==> src/rtl/seq_divider_sel.sv <==
// seq_divider_sel
// ---------------
// Multi-cycle unsigned divider with operand-pair selection. On an accepted
// start, channel `select` becomes the dividend and channel (select+1) mod
// NUM_IN the divisor. A restoring datapath then retires one quotient bit per
// cycle, MSB first. A zero divisor skips the datapath and reports an error.
//
// Optional feature macro: SEL_DIV_REM_EN (adds the `remainder` output).
//
// Handshake: `start` is sampled only while idle (busy=0). When a division is
// accepted, busy rises and stays high until the edge that ends the one-cycle
// `done` pulse. quotient/error/remainder update only on entry to DONE and
// hold until the next DONE. There is no queuing: a start seen while busy is
// dropped.
//
// Ports:
//   clk        rising-edge clock
//   rst_n      asynchronous active-low reset
//   start      division request (sampled in IDLE)
//   select     operand pair index, sampled with start
//   data_in    NUM_IN packed channels, channel i at [i*WIDTH +: WIDTH]
//   busy       high whenever the FSM is not idle
//   done       one-cycle result-valid pulse
//   quotient   result quotient (all ones on divide-by-zero)
//   error      last division had a zero divisor
//   remainder  result remainder (only with SEL_DIV_REM_EN)

module seq_divider_sel #(
    parameter int WIDTH  = 8,
    parameter int NUM_IN = 4,
    parameter int SEL_W  = $clog2(NUM_IN)
) (
    input  logic                    clk,
    input  logic                    rst_n,
    input  logic                    start,
    input  logic [SEL_W-1:0]        select,
    input  logic [NUM_IN*WIDTH-1:0] data_in,
    output logic                    busy,
    output logic                    done,
    output logic [WIDTH-1:0]        quotient,
    output logic                    error
`ifdef SEL_DIV_REM_EN
    ,
    output logic [WIDTH-1:0]        remainder
`endif
);

    localparam int CNT_W = (WIDTH > 2) ? $clog2(WIDTH) : 1;
    localparam logic [CNT_W-1:0] CNT_LAST = CNT_W'(WIDTH - 1);

    localparam logic [1:0] IDLE = 2'd0;
    localparam logic [1:0] CALC = 2'd1;
    localparam logic [1:0] DONE = 2'd2;

    logic [1:0]       state;
    // dvd starts as the dividend and shifts left each iteration; quotient
    // bits enter at the LSB, so after WIDTH steps it holds the quotient.
    logic [WIDTH-1:0] dvd;
    logic [WIDTH-1:0] dvs;
    logic [WIDTH-1:0] prem;
    logic [CNT_W-1:0] cnt;

    logic [SEL_W-1:0] dvs_idx;
    logic [WIDTH-1:0] dvd_sel;
    logic [WIDTH-1:0] dvs_sel;
    logic [WIDTH:0]   shifted;
    logic             ge;
    logic [WIDTH-1:0] prem_nxt;
    logic [WIDTH-1:0] quo_nxt;

    // Divisor index wraps naturally because NUM_IN is a power of two.
    assign dvs_idx = select + SEL_W'(1);
    assign dvd_sel = data_in[select*WIDTH +: WIDTH];
    assign dvs_sel = data_in[dvs_idx*WIDTH +: WIDTH];

    // One restoring step: the shifted partial remainder needs WIDTH+1 bits
    // because it can momentarily reach 2*divisor-1.
    assign shifted  = {prem, dvd[WIDTH-1]};
    assign ge       = shifted >= {1'b0, dvs};
    assign prem_nxt = ge ? WIDTH'(shifted - {1'b0, dvs}) : shifted[WIDTH-1:0];
    assign quo_nxt  = {dvd[WIDTH-2:0], ge};

    assign busy = (state != IDLE);
    assign done = (state == DONE);

    always_ff @(posedge clk or negedge rst_n) begin
        if (!rst_n) begin
            state     <= IDLE;
            dvd       <= '0;
            dvs       <= '0;
            prem      <= '0;
            cnt       <= '0;
            quotient  <= '0;
            error     <= 1'b0;
`ifdef SEL_DIV_REM_EN
            remainder <= '0;
`endif
        end else begin
            case (state)
                IDLE: begin
                    if (start) begin
                        dvd  <= dvd_sel;
                        dvs  <= dvs_sel;
                        prem <= '0;
                        cnt  <= '0;
                        if (dvs_sel == '0) begin
                            // Divide-by-zero result is published right away.
                            state     <= DONE;
                            quotient  <= '1;
                            error     <= 1'b1;
`ifdef SEL_DIV_REM_EN
                            remainder <= dvd_sel;
`endif
                        end else begin
                            state <= CALC;
                        end
                    end
                end
                CALC: begin
                    dvd  <= quo_nxt;
                    prem <= prem_nxt;
                    cnt  <= cnt + CNT_W'(1);
                    if (cnt == CNT_LAST) begin
                        state     <= DONE;
                        quotient  <= quo_nxt;
                        error     <= 1'b0;
`ifdef SEL_DIV_REM_EN
                        remainder <= prem_nxt;
`endif
                    end
                end
                DONE: begin
                    state <= IDLE;
                end
                default: begin
                    state <= IDLE;
                end
            endcase
        end
    end

endmodule
==> config.mk <==
export PLATFORM = sky130hd
export DESIGN_NAME = seq_divider_sel
export DESIGN_NICKNAME = d
export VERILOG_FILES = /design/src/rtl/seq_divider_sel.sv
export SDC_FILE = /design/constraint.sdc
export NUM_CORES = 1
export LEC_CHECK = 0
export CORE_MARGIN = 2
export CORE_UTILIZATION = 50
export CTS_CLUSTER_SIZE = 16
export DETAILED_ROUTE_END_ITERATION = 8
export GPL_TIMING_DRIVEN = 0
export PLACE_DENSITY_LB_ADDON = 0.2
export SLEW_MARGIN = 20
export SYNTH_ARGS = -nofsm -noshare
export SYNTH_HDL_FRONTEND = slang
export SYNTH_SLANG_ARGS = --single-unit
==> constraint.sdc <==
create_clock -name clk -period 6.2 [get_ports clk]
set_input_delay 0.93 -clock clk [delete_from_list [all_inputs] [get_ports clk]]
set_output_delay 0.93 -clock clk [all_outputs]
set_load 0.01 [all_outputs]
==> flow_summary.json, run 1 <==
{
  "grt_pass1_vias": 2073,
  "start_util_pct": 52.03,
  "syn_inst": 244,
  "place_congestion": 0.8469,
  "reg2reg_from": "prem[5]$_DFFE_PN0P_",
  "synthTopCellsByArea": "dfrtp_1 (38%), mux4_2 (15%), nand2_1 (6.1%), ha_1 (5.1%), nor2_1 (3.0%)",
  "viasPerCell": 5.778,
  "yosysTopAreaCell": "dfrtp_1",
  "drive_above_1_share_pct": 15.10,
  "reg2reg_to": "prem[3]$_DFFE_PN0P_",
  "clock_path_buffers": 2,
  "finalSetupTns_ns": 0,
  "power_density_nw_per_um2": 503.6,
  "critPathTopFamily": "simple AND/OR/NAND/NOR gates",
  "post_cts_buffers": 0,
  "cts_tree": "yes",
  "slew_viol_final": 0,
  "crit_type": "in2reg",
  "die_width_microns": 74.34,
  "grtUsageTotal_pct": 23.14,
  "num_rows": 25,
  "syn_area_per_cell_sq_um": 10.14,
  "worstHoldPathType": "in2async",
  "setup_viol": 0,
  "hold_viol_final": 0,
  "dp_cells": 357,
  "fin_nets": 345,
  "die_area_sq_um": 5526,
  "insertion_delay_ns": 0.30,
  "synthArstFlopShare_pct": 100.0,
  "status": "finished, final reports clean",
  "post_drt_wl_per_cell_microns": 15.60,
  "ys_seq_elements": 38,
  "grt_setup_unrepaired": "false",
  "crit_slowest_cell": "or4_4",
  "synth_ff_type": "dfrtp_1",
  "portBuffers": 45,
  "critPathLaunchType": "input pin",
  "ys_seq_area_share_pct": 38.44,
  "cts.sink_count": 38,
  "final_cells": 365,
  "p_leak_uw": 0.001347,
  "post-route-period-util_pct": 41.54,
  "dp_hpwl_microns": 4452,
  "ir_drop_v": 0.0002089,
  "synth_top_area_share_pct": 38.44,
  "firstDrtPassIters": 5,
  "routed_wirelength_microns": 5695,
  "grt_pass1_wl_microns": 9611,
  "dieHeight_microns": 74.34,
  "cts_resized": 0,
  "synth.distinct_cells": 46,
  "cts.htree.levels": 2,
  "drt-initial-drc-count": 179,
  "post-route-min-period_ns": 2.575,
  "ant_nets": 0,
  "synth_fp_nets": 292,
  "ys_warn_count": 0,
  "drc": 0,
  "critical_path.max_stage_delay_ns": 0.59,
  "crit_fanout": 10,
  "antenna_found_initial": 0,
  "cp_num_buf_inv": 1,
  "antennaDiodeCount": 0,
  "max_clock_freq_mhz": 388.3,
  "crit_path_cell_trace": "clkdlybuf4s50_1 > mux4_2 > or4_4 > nor2_8 > nand2_8 > nand3_2",
  "required_ns": 6.43,
  "drv_cap": 0,
  "arrival_ns": 2.81,
  "clk_transition_reported_paths_ns": 0.07,
  "gr-total-overflow": 0,
  "ios": 48,
  "worst_pin_slew_ns": 0.8518,
  "rrSetupSlack_ns": 3.88,
  "crit_path_end_kind": "flop",
  "grt_max_degree": 31,
  "route.vias.total": 2109,
  "syn-cell-area_sq_um": 2474,
  "syn2layout_area_growth_pct": 26.05,
  "fin_skew_ns": 0.01099,
  "synth-edff-count": 0,
  "cts-root-buf": "clkbuf_8",
  "slew_headroom_pct": 42.87,
  "numCtsBuffers": 5,
  "core_sq_um": 4755,
  "r2r_cells": 5,
  "postCtsHoldBufs": 0
}
==> Yosys cell counts, types with 3 or more instances <==
master     n
inv_1     10
o22ai_1    9
nand2b_1   4
nand3_1    6
nand4_1    3
ha_1      10
clkbuf_1   7
a211oi_1   3
xnor2_1    4
o211ai_1   3
o21ai_1   14
mux4_2    16
o31ai_1    3
nand3_2    7
a21oi_1    6
o21ai_0    3
and3_1     5
nor2b_1    3
dfrtp_1   38
nor2_1    20
nand2_1   40
==> how the worst max path moves through the flow <==
stage / depth (start not counted) / startpoint / slack (ns) / endpoint
2_1_floorplan: 6 / select[0] / 3.56 / quotient[0]$_DFFE_PN0P_
3_3_place_gp: 1 / rst_n / 3.27 / quotient[4]$_DFFE_PN0P_
3_5_place_dp: 6 / data_in[6] / 3.31 / quotient[0]$_DFFE_PN0P_
4_1_cts: 6 / data_in[6] / 3.63 / quotient[0]$_DFFE_PN0P_
5_1_grt: 7 / select[0] / 3.59 / quotient[0]$_DFFE_PN0P_
6_report: 6 / data_in[6] / 3.62 / quotient[4]$_DFFE_PN0P_
==> where the power goes <==
part	switching, uW	total (uW)	leakage, uW	internal [uW]
logic	502	928	0.000843	426
registers	86.8	463	0.000457	377
clock network	89.3	179	0.0000472	89.3
total	678	1570	0.00135	892
==> flip-flops by register name (all words and copies together) (netlist names) <==
name / count
cnt: 3
dvd: 8
dvs: 8
error: 1
prem: 8
quotient: 8
state: 2
==> worst register-to-register path: cells and delay by family, from the launching register on <==
family,cells,cell delay (ns)
adders and majority gates,1,0.37
DFF,1,0.42
AOI/OAI and AO/OA,4,1.41
==> per-stage QoR <==
step	power (uW)	util, %	hold slack, ns	instance area, sq um	worst slack (ns)
floorplan	1117	-	0.4498	2474	3.560
global placement	1353	63.26	0.4723	3008	3.271
detailed placement	1381	63.58	0.4764	3023	3.310
CTS	1563	65.58	0.4909	3118	3.627
global route	1706	65.58	0.5022	3118	3.591
finish	1570	65.58	0.4929	3118	3.625
==> cell families (layout without fill, tap and decap cells) <==
| group | count (synthesis) | after routing | share of synthesized area [%] |
|---|---|---|---|
| buffers and inverters | 22 | 76 | 4.299 |
| AND/OR/NAND/NOR | 100 | 100 | 21.60 |
| XOR/XNOR | 5 | 5 | 1.770 |
| flip-flops | 38 | 38 | 38.44 |
| adder cells (fa/ha/maj) | 11 | 11 | 5.868 |
| AO/OA/AOI/OAI | 52 | 52 | 13.45 |
| multiplexers | 16 | 16 | 14.57 |
==> layer usage <==
metal | track usage, % | share of wire (%) | vias to the layer above
li1 | - | - | 995
met1 | 31.95 | 44 | 1008
met2 | 36.61 | 48 | 98
met3 | 4.743 | 6.3 | 8
met4 | 8.333 | 1.7 | 0
met5 | 0 | 0 | -
==> final cells by class <==
class | count | area [sq um]
inverters | 10 | 37.54
fillers | 398 | 1637
plain buffers | 12 | 68.82
flip-flops and latches | 38 | 950.9
clock inverters | 2 | 12.51
clock buffers | 6 | 82.58
well taps | 67 | 83.83
multi-input cells | 184 | 1416
repair buffers | 46 | 465.4
==> cell usage in the layout (no fill, tap or decap), drive strengths merged, types with 7 or more instances in the layout <==
cell	n
inv	10
nor2	21
o21ai	17
nand3	13
buf	7
clkbuf	13
clkdlybuf4s50	44
ha	10
nand2	43
o22ai	9
dfrtp	38
mux4	16
(Power assumes the default switching activity.)
==> run 2: changes to the inputs <==
clock period = 2.43 ns   (was 6.2 ns; I/O delays follow)
==> run 2 against run 1 <==
Compared with the run above:
- clock skew down 0.0018 ns
- global-route usage unchanged
- register-to-register slack worse by 3.6 ns
- final cell count up 0.27%
- wire length up 0.26%
- combinational power rose to 2.6 times the previous value
==> flow_summary.json, run 2 (synthesis results as in run 1) <==
{
  "status": "finished, final reports clean",
  "grt_use_met2_pct": 36.61,
  "dieHeight_microns": 74.34,
  "crit_fanout": 5,
  "die_area_sq_um": 5526,
  "antennaDiodeCount": 0,
  "viasPerCell": 5.749,
  "grt_max_degree": 31,
  "cts.htree.levels": 2,
  "grt_pass1_vias": 2073,
  "grtUsageTotal_pct": 23.14,
  "crit_slowest_cell": "dfrtp_1",
  "clock_path_buffers": 2,
  "post-route-period-util_pct": 89.10,
  "final_cells": 366,
  "cp-startpoint": "prem[2]$_DFFE_PN0P_",
  "busiest_layer": "met2",
  "dp_cells": 357,
  "gr-total-overflow": 0,
  "num_rows": 25,
  "post-route-min-period_ns": 2.165,
  "post_drt_wl_per_cell_microns": 15.60,
  "post_cts_buffers": 0,
  "hold_viol_final": 0,
  "ir_drop_v": 0.0005315,
  "holdWs_ns": 0.4649,
  "drive_above_1_share_pct": 15.38,
  "numCtsBuffers": 5,
  "grt_pass1_wl_microns": 9611,
  "setup_viol": 0,
  "rrSetupSlack_ns": 0.26,
  "grt_setup_unrepaired": "false",
  "drv_cap": 0,
  "drc": 0,
  "portBuffers": 45,
  "route.vias.total": 2104,
  "drt-initial-drc-count": 218,
  "critPathLaunchType": "flop",
  "reg2reg_to": "prem[3]$_DFFE_PN0P_",
  "fin_skew_ns": 0.009153,
  "crit_path_end_kind": "flop",
  "firstDrtPassIters": 5,
  "finalSetupTns_ns": 0,
  "required_ns": 2.67,
  "place_congestion": 0.8469,
  "routed_wirelength_microns": 5710,
  "power_density_nw_per_um2": 1281,
  "worstHoldPathType": "in2async",
  "arrival_ns": 2.40,
  "crit_type": "reg2reg",
  "use_met3_pct": 4.743,
  "ios": 48,
  "slew_viol_final": 0,
  "die_width_microns": 74.34,
  "cts-root-buf": "clkbuf_8",
  "syn2layout_area_growth_pct": 26.66,
  "core_sq_um": 4755,
  "crit_path_cell_trace": "ha_1 > a21o_1 > a21oi_1 > a31oi_1 > nor2_1 > a311o_1",
  "ant_nets": 0,
  "grtUsageMet1_pct": 31.95,
  "post-route-util_pct": 65.89,
  "antenna_found_initial": 0,
  "insertion_delay_ns": 0.30,
  "start_util_pct": 52.03,
  "dp_hpwl_microns": 4452,
  "p_leak_uw": 0.001352,
  "reg2reg_from": "prem[2]$_DFFE_PN0P_",
  "worst_pin_slew_ns": 0.5002,
  "slew_headroom_pct": 66.59,
  "r2r_cells": 6,
  "clk_transition_reported_paths_ns": 0.07,
  "mostFrequentLayoutCell": "clkdlybuf4s50_1",
  "max_clock_freq_mhz": 461.8,
  "layout_common_cells": "clkdlybuf4s50_1 (44), nand2_1 (40), dfrtp_1 (38), nor2_1 (20), mux4_2 (16)",
  "cts.sink_count": 38,
  "fin_nets": 346,
  "critical_path.max_stage_delay_ns": 0.43,
  "cts_tree": "yes"
}
==> run 2: layout make-up <==
type / instances / area (sq um)
multi-input cells: 184 / 1421
flip-flops and latches: 38 / 950.9
clock inverters: 2 / 12.51
fillers: 396 / 1622
clock buffers: 6 / 82.58
repair buffers: 47 / 475.5
plain buffers: 12 / 68.82
inverters: 10 / 37.54
well taps: 67 / 83.83
==> run 2: worst max-delay path by stage <==
stage / end / slack (ns) / cells past startpoint
floorplan: quotient[0]$_DFFE_PN0P_ / 0.36 / 6
global placement: quotient[4]$_DFFE_PN0P_ / 0.07 / 1
detailed placement: quotient[0]$_DFFE_PN0P_ / 0.11 / 6
CTS: prem[3]$_DFFE_PN0P_ / 0.15 / 5
global route: prem[3]$_DFFE_PN0P_ / 0.18 / 6
finish: prem[3]$_DFFE_PN0P_ / 0.26 / 6
==> run 2: through the flow <==
step                      setup WS [ns]  instance area, sq um  total power [uW]
after CTS                        0.1536                  3128              3989
after global routing             0.1753                  3133              4369
after global placement          0.06674                  3008              3451
final                            0.2648                  3133              4013
after detailed placement         0.1054                  3023              3522
after floorplan                  0.3553                  2474              2850
==> run 2: critical path: cells and delay by family, from the launching register on <==
family                   cells  cell delay [ns]
AO/OA/AOI/OAI                4             0.91
adder cells (fa/ha/maj)      1             0.36
AND/OR/NAND/NOR              1             0.40
flip-flops                   1             0.43
==> run 2: timing repair <==
action                                 CTS  global route
gates resized for setup                  0             1
setup endpoints to repair                0             1
endpoints found under the hold margin    8             0
hold buffers                             1             0
==> run 2: where the power goes <==
part	switching, uW	internal (uW)	total (uW)	leakage, uW
combinational	1280	1090	2380	0.000849
sequential	220	961	1180	0.000457
clock	228	228	456	0.0000472
total	1730	2280	4010	0.00135
==> run 2: metal layers <==
metal  share of wire (%)  wire [microns]
met1                  44            2506
met2                  48            2718
met3                 6.8             390
met4                 1.6              94
met5                   0               0
